[src/rtl/tdm_demux_pkg.sv]
// rtl/tdm_demux_pkg.sv - shared constants and state type for the TDM 1-to-8 demux
// Frame length and slot-counter width depend on TDM_DEMUX_PARITY_EN.
package tdm_demux_pkg;

  localparam int N_CH  = 8;
  localparam int SEL_W = $clog2(N_CH);

`ifdef TDM_DEMUX_PARITY_EN
  localparam int FRAME_LEN = N_CH + 1;
  localparam int CNT_W     = SEL_W + 1;
`else
  localparam int FRAME_LEN = N_CH;
  localparam int CNT_W     = SEL_W;
`endif

  typedef enum logic {
    HUNT = 1'b0,
    RECV = 1'b1
  } state_t;

endpackage

[src/rtl/tdm_demux_1x8_decoder.sv]
// rtl/tdm_demux_1x8_decoder.sv - select-to-one-hot decoder with enable (module demux_1x8)
// Produces the shadow-register write strobes; the inverse of the 8-to-1 mux select.
module demux_1x8 #(
  parameter int N_CH  = 8,
  parameter int SEL_W = $clog2(N_CH)
) (
  input  logic [SEL_W-1:0] sel,
  input  logic             en,
  output logic [N_CH-1:0]  strobe
);

  always_comb begin
    strobe = '0;
    for (int i = 0; i < N_CH; i++) begin
      strobe[i] = en && (sel == SEL_W'(i));
    end
  end

endmodule

[src/rtl/tdm_demux_1x8.sv]
// rtl/tdm_demux_1x8.sv - TDM 1-to-8 demultiplexer with sync tracking and frame publish
// Optional even-parity slot enabled by TDM_DEMUX_PARITY_EN.
module tdm_demux_1x8
  import tdm_demux_pkg::*;
(
  input  logic             clk,
  input  logic             rst,
  input  logic             din,
  input  logic             in_valid,
  input  logic             sync,
  output logic [N_CH-1:0]  ch,
  output logic             frame_valid,
  output logic [CNT_W-1:0] sel,
  output logic             locked,
  output logic             sync_err,
  output logic             par_err
);

  localparam logic [CNT_W-1:0] LAST_SEL = CNT_W'(FRAME_LEN - 1);

  state_t           state_q, state_d;
  logic [CNT_W-1:0] sel_q, sel_d;
  logic [N_CH-1:0]  shadow_q, shadow_d, shadow_base;
  logic [N_CH-1:0]  ch_q, ch_d;
  logic             fv_q, fv_d;
  logic             se_q, se_d;
  logic             pe_q, pe_d;

  logic [CNT_W-1:0] wr_sel;
  logic             wr_en, wr_clear, dec_en;
  logic [N_CH-1:0]  strobe;

`ifdef TDM_DEMUX_PARITY_EN
  // The parity slot has no shadow bit, so its index never produces a strobe.
  assign dec_en = wr_en & ~wr_sel[SEL_W];
`else
  assign dec_en = wr_en;
`endif

  demux_1x8 #(
    .N_CH  (N_CH),
    .SEL_W (SEL_W)
  ) u_decoder (
    .sel    (wr_sel[SEL_W-1:0]),
    .en     (dec_en),
    .strobe (strobe)
  );

  assign shadow_base = wr_clear ? '0 : shadow_q;
  assign shadow_d    = (shadow_base & ~strobe) | (strobe & {N_CH{din}});

  always_comb begin
    state_d  = state_q;
    sel_d    = sel_q;
    ch_d     = ch_q;
    fv_d     = 1'b0;
    se_d     = 1'b0;
    pe_d     = 1'b0;
    wr_sel   = sel_q;
    wr_en    = 1'b0;
    wr_clear = 1'b0;

    if (in_valid) begin
      if (sync) begin
        // Any accepted sync starts a fresh frame; outside slot 0 it is also a misalignment.
        se_d     = (state_q == RECV) && (sel_q != '0);
        wr_sel   = '0;
        wr_en    = 1'b1;
        wr_clear = 1'b1;
        sel_d    = CNT_W'(1);
        state_d  = RECV;
      end else if (state_q == RECV) begin
        if (sel_q == '0) begin
          se_d    = 1'b1;
          state_d = HUNT;
        end else begin
          wr_en = 1'b1;
          if (sel_q == LAST_SEL) begin
            sel_d = '0;
`ifdef TDM_DEMUX_PARITY_EN
            if (^{shadow_q, din} == 1'b0) begin
              ch_d = shadow_q;
              fv_d = 1'b1;
            end else begin
              pe_d = 1'b1;
            end
`else
            ch_d = shadow_d;
            fv_d = 1'b1;
`endif
          end else begin
            sel_d = sel_q + 1'b1;
          end
        end
      end
    end
  end

  always_ff @(posedge clk) begin
    if (rst) begin
      state_q  <= HUNT;
      sel_q    <= '0;
      shadow_q <= '0;
      ch_q     <= '0;
      fv_q     <= 1'b0;
      se_q     <= 1'b0;
      pe_q     <= 1'b0;
    end else begin
      state_q  <= state_d;
      sel_q    <= sel_d;
      shadow_q <= shadow_d;
      ch_q     <= ch_d;
      fv_q     <= fv_d;
      se_q     <= se_d;
      pe_q     <= pe_d;
    end
  end

  assign ch          = ch_q;
  assign frame_valid = fv_q;
  assign sel         = sel_q;
  assign locked      = (state_q == RECV);
  assign sync_err    = se_q;
`ifdef TDM_DEMUX_PARITY_EN
  assign par_err     = pe_q;
`else
  assign par_err     = 1'b0;
`endif

endmodule

[config.mk]
export PLATFORM = sky130hd
export DESIGN_NAME = tdm_demux_1x8
export DESIGN_NICKNAME = d
export VERILOG_FILES = /design/src/rtl/tdm_demux_pkg.sv /design/src/rtl/tdm_demux_1x8_decoder.sv /design/src/rtl/tdm_demux_1x8.sv
export SDC_FILE = /design/constraint.sdc
export NUM_CORES = 1
export LEC_CHECK = 0
export CAP_MARGIN = 20
export CORE_MARGIN = 2
export CORE_UTILIZATION = 45
export CTS_CLUSTER_DIAMETER = 50
export DETAILED_ROUTE_END_ITERATION = 6
export PLACE_DENSITY_LB_ADDON = 0.1
export REMOVE_ABC_BUFFERS = 1
export SETUP_SLACK_MARGIN = 0.05
export SKIP_LAST_GASP = 1
export SYNTH_ARGS = -nofsm -noshare
export SYNTH_HDL_FRONTEND = slang
export SYNTH_SLANG_ARGS = --single-unit
[constraint.sdc]
create_clock -name clk -period 2.45 [get_ports clk]
set_input_delay 0.49 -clock clk [delete_from_list [all_inputs] [get_ports clk]]
set_output_delay 0.49 -clock clk [all_outputs]
set_load 0.005 [all_outputs]
# Word-level counts from Yosys, hierarchy flattened
# Index checks and enable logic that the tools add are counted.
[word_totals] reg_bits=22 in_bits=5 out_inout_bits=15 wordCells=58
[op_classes] add_sub_neg=1 eq_ne=9 mux=17 bitwise=8 n_reduce_logical=17
[ops] cell="two-way mux 3 bit" n=6
[ops] cell="bitwise AND 8 bit" n=2
[ops] cell="== test 3 bit (second input constant)" n=5
[ops] cell="two-way mux 1 bit" n=10
[ops] cell="logical AND 1 bit" n=9
[ops] cell="two-way mux 8 bit" n=1
[ops] cell="inverter 8 bit" n=1
[ops] cell="bitwise OR 8 bit" n=1
[ops] cell="== test 3 x 2 -> 1 bit (second input constant)" n=2
[ops] cell="zero test 3 bit" n=2
[ops] cell="AND reduction 5 bit" n=1
[ops] cell="OR reduction 5 bit" n=1
[ops] cell="inverter 1 bit" n=4
[ops] cell="adder 3 x 1 -> 3 bit (second input constant)" n=1
[ops] cell="== test 3 x 1 -> 1 bit (second input constant)" n=1
[ops] cell="AND reduction 3 bit" n=1
[ops] cell="nonzero test 3 bit" n=1
[ops] cell="inequality test 2 bit (second input constant)" n=1
[ops] cell="nonzero test 2 bit" n=1
[ops] cell="OR reduction 2 bit" n=1

# Longest topological paths before layout
[depth] word_depth=9 ltp_mapped=8 depth_no_buf=6

# Hierarchy
# A second synthesis with hierarchy kept.
[hier_totals] hier_cells=111 area_unflattened_um2=1043.5
[by_module_without_submodules] mod="tdm_demux_1x8" instances=1 cells_each=103 area_each_um2=948.4 seq_area_each_um2=440.4
[by_module_without_submodules] mod="demux_1x8" instances=1 cells_each=8 area_each_um2=95.1 seq_area_each_um2=0.0

# Worst setup path before layout
# Ideal clock, no wire load.
[synth_path] kind="reg2reg" start="reg sel_q[0] (netlist: sel[0])" end="reg ch_q[6] (netlist: ch[6])" setup_time_ns=0.079 arrival_time_ns=1.831 t_required_ns=2.371 path_slack_ns=0.539 stages_incl_launch_ff=9 path_buffers=2 period_less_slack_ns=1.911 cell_sequence="dfxtp_1 > inv_1 > ha_1 > nor2b_1 > buf_6 > nor4b_4 > buf_6 > nor2_2 > a211oi_2"
[synth_via] elab_chain_len=9 word_cells_on_any_way=16 classes_between="eq/ne (2); mux (6); bitwise (5); reduce/logical (3)"
[synth_lines] element="start: declaration" line="tdm_demux_1x8.sv:22" source="logic [CNT_W-1:0] sel_q, sel_d;"
[synth_lines] element="start signal: assignment" line="tdm_demux_1x8.sv:110" source="sel_q <= sel_d;"
[synth_lines] element="zero test 3 bit" line="tdm_demux_1x8.sv:73" source="if (sel_q == '0) begin"
[synth_lines] element="two-way mux 1 bit" line="tdm_demux_1x8.sv:73"
[synth_lines] element="two-way mux 1 bit" line="tdm_demux_1x8.sv:72" source="end else if (state_q == RECV) begin"
[synth_lines] element="two-way mux 1 bit" line="tdm_demux_1x8.sv:64" source="if (sync) begin"
[synth_lines] element="two-way mux 1 bit" line="tdm_demux_1x8.sv:63" source="if (in_valid) begin"
[synth_lines] element="logical AND 1 bit" line="tdm_demux_1x8_decoder.sv:15" source="strobe[i] = en && (sel == SEL_W'(i));"
[synth_lines] element="inverter 8 bit" line="tdm_demux_1x8.sv:50" source="assign shadow_d = (shadow_base & ~strobe) | (strobe & {N_CH{din}});"
[synth_lines] element="bitwise AND 8 bit" line="tdm_demux_1x8.sv:50"
[synth_lines] element="bitwise OR 8 bit" line="tdm_demux_1x8.sv:50"
[synth_lines] element="end signal: assignment" line="tdm_demux_1x8.sv:112" source="ch_q <= ch_d;"
[synth_lines] element="end: declaration" line="tdm_demux_1x8.sv:24" source="logic [N_CH-1:0] ch_q, ch_d;"
# Several ways; a longest one is shown, not always the timed one.
# A chain may end at the register's enable or synchronous reset.

# Worst setup path after layout
[layout_path] start="reg sel_q[1] (netlist: sel[1])" end="reg ch_q[4] (netlist: ch[4])"
# The elaborated chain is that of the path after synthesis.

==> metrics.cfg <==
[worst_setup_path]
cpMaxStageDelayCell=dfxtp_1
worst_ep_arrival_time_ps=2210
reg2reg_depth=7
start_kind=register
crit_chain=inv_1 > ha_1 > nor2b_1 > nor4b_4 > buf_4 > nor2_1 > a211oi_1
crit_path_max_incr_delay_ps=500
path_max_fanout=13
critical_path_class=reg -> reg
end_kind=register
cp.required_ps=2680

[clock_tree]
post_cts_buffers=0
clk_latency_ps=310
tritoncts=done
cts.sinks=22
htree_levels=1
clock_path_buffers=2
cts-resized-gates=0
root_buffer=clkbuf_4
cts_inserted_buffers=3
hold_buffers=0
cts.clk_slew.worst_paths_ps=130

[sta]
rsz0062_at_grt=false
fin_crit_ps=1980
fin_hold_ws_ps=511
setup_viol=0
final.setup.tns_ps=0
fmax_mhz=505
worst_slew_pin_slew_ps=608
maxSlewViolCount=0
skew_ps=6.32
post-route-period-util_pct=80.9
finalHoldViolations=0
maxSlewHeadroom_pct=59.4

[power]
leakage_uw=0.000447
peakVddDrop_v=0.000331
swShare_pct=21.1
power.switching_uw=147
power.share.clock_pct=39.9
design_power_total_uw=696
internal_power_uw=549
seqPwrFrac_pct=52.3
powerDensity_nw_per_um2=561
p_comb_share_pct=7.9

[yosys]
syn_inst=102
ys_seq_area_share_pct=44.6
ys_warn_count=0
synth.distinct_cells=31
syn-cell-area_um2=988
synth-seq-cells=22
synth.avg_cell_area_um2=9.69

[floorplanning]
start_util_pct=48.9
die_w_um=50.9
die-area_um2=2590
core_area_um2=2020
die_h_um=50.9
io_pins=20
rows=16

[routing]
totalWireLength_mm=1.96
drc_errors=0
drt-initial-drc-count=5
drt.antenna.violating_nets=0
num_vias=790
firstDrtPassIters=3
wl_per_cell_um=13.2
viasPerCell=5.30

[finish]
utilization_pct=61.4
num-nets-final=131
final_cells=149
area_growth_pct=25.7
n_antenna_cell=0
fillers=173
drive_gt1_share_pct=11.5

[global_routing]
grt_pass1_vias=741
grt-ovfl-total=0
antenna_found_initial=0
grt_pass1_wl_mm=3.37
grt_max_degree=17
grt_util_all_layers_pct=17.1

[worst_hold_path]
hp-class=reg -> reg
hold_depth=2

[status]
outcome=complete, no violations

[placement]
finalWeightedCongestion=0.847
io_buffers=18
dp.final_hpwl_mm=1.35
placed_cells=145

[flow_run]
maxCapViolations=0

critical path, delay by kind of cell, from the launching register on:
family	cells	cell delay (ps)
adders and majority gates	1	210
DFF	1	500
buffers and inverters	2	370
and+or+nand+nor	3	610
AOI/OAI and AO/OA	1	220
cell type report:
type                       instances  area, µm²  share of cell area, %
multi-input combinational         71        494                   39.8
sequential                        22        440                   35.4
timing repair buffer              22        210                   16.9
tap                               27       33.8                   2.72
clock inverter                     1       30.0                   2.42
clock buffer                       3       22.5                   1.81
inverter                           3       11.3                  0.906
cells in the mapped netlist, drive strengths merged:
library cell  count  area [µm²]
nor3              5        25.0
nand2b            1        6.26
and2              1        6.26
nand2             4        17.5
inv               3        11.3
a32oi             1        8.76
and2b             1        7.51
o31ai             1        7.51
nor4b             1        23.8
a2bb2oi           1        8.76
xnor2             1        8.76
mux2i             9        90.1
nor2b             3        18.8
or3               1        6.26
o2111ai           3        26.3
o211ai            2        15.0
clkbuf            1        3.75
conb              1        3.75
dfxtp            22         440
a21oi             4        20.0
nor2             19        73.8
buf               5        38.8
a211oi            8        70.1
and4bb            1        12.5
ha                3        37.5
flip-flops by register name (all words and copies together) (netlist names):
register,cells
ch,8
locked,1
shadow_q,8
sel,3
sync_err,1
frame_valid,1
stage by stage:
stage	area (µm²)	worst slack, ps
after global placement	1190	315
after detailed placement	1190	286
after CTS	1240	421
after floorplan	946	457
final	1240	468
after global routing	1240	296
power by group through the flow:
stage / Combinational, µW / Clock [µW] / Sequential [µW]
3_5_place_dp: 54.1 / 0 / 372
3_3_place_gp: 53.9 / 0 / 372
6_report: 54.8 / 278 / 364
4_1_cts: 55.2 / 285 / 364
5_1_grt: 60.5 / 300 / 365
2_1_floorplan: 22.9 / 0 / 373
metal layers:
metal | share of wire (%) | wire (µm) | up-vias | GRT usage [%]
li1 | - | - | 400 | -
met1 | 46 | 909 | 375 | 21.9
met2 | 50 | 973 | 13 | 29.6
met3 | 3.4 | 67 | 2 | 2.63
met4 | 0.51 | 10 | 0 | 5.41
met5 | 0 | 0 | - | 0
cells in the final DEF (no fill, tap or decap):
cell and count:
and4bb_2 1, a211oi_2 2, dfxtp_1 22, nor2_1 18, and2_1 1, clkdlybuf4s50_1 18, and2b_1 1, or3_1 1
nor4b_4 1, conb_1 1, a21oi_1 4, nand2_1 3, a211oi_1 6, nor3_1 5, nor2b_1 3, ha_1 3
mux2i_1 9, inv_1 3, nor2_2 1, buf_4 4, o31ai_1 1, o211ai_1 2, a32oi_1 1, o2111ai_1 3
nand2b_1 1, bufinv_16 1, clkbuf_4 3, a2bb2oi_1 1, nand2_2 1, xnor2_1 1
path summary, 6_finish.rpt:
check	start	end	slack (ps)
hold / removal	shadow_q[5]	shadow_q[5]	510
setup reg to reg	sel[1]	ch[4]	470
setup / recovery	sel[1]	ch[4]	470
hold reg to reg	shadow_q[5]	shadow_q[5]	510
logic make-up (layout without fill, tap and decap cells):
family / Yosys count / count (layout) / synth area share (%)
mux: 9 / 9 / 9.11
flops: 22 / 22 / 44.6
other cells: 1 / 1 / 0.379
fa+ha+maj: 3 / 3 / 3.80
compound gates: 20 / 20 / 15.8
xor+xnor: 1 / 1 / 0.886
buf+inv: 9 / 29 / 5.44
simple gates: 37 / 37 / 20.0
(Power assumes the default switching activity.)
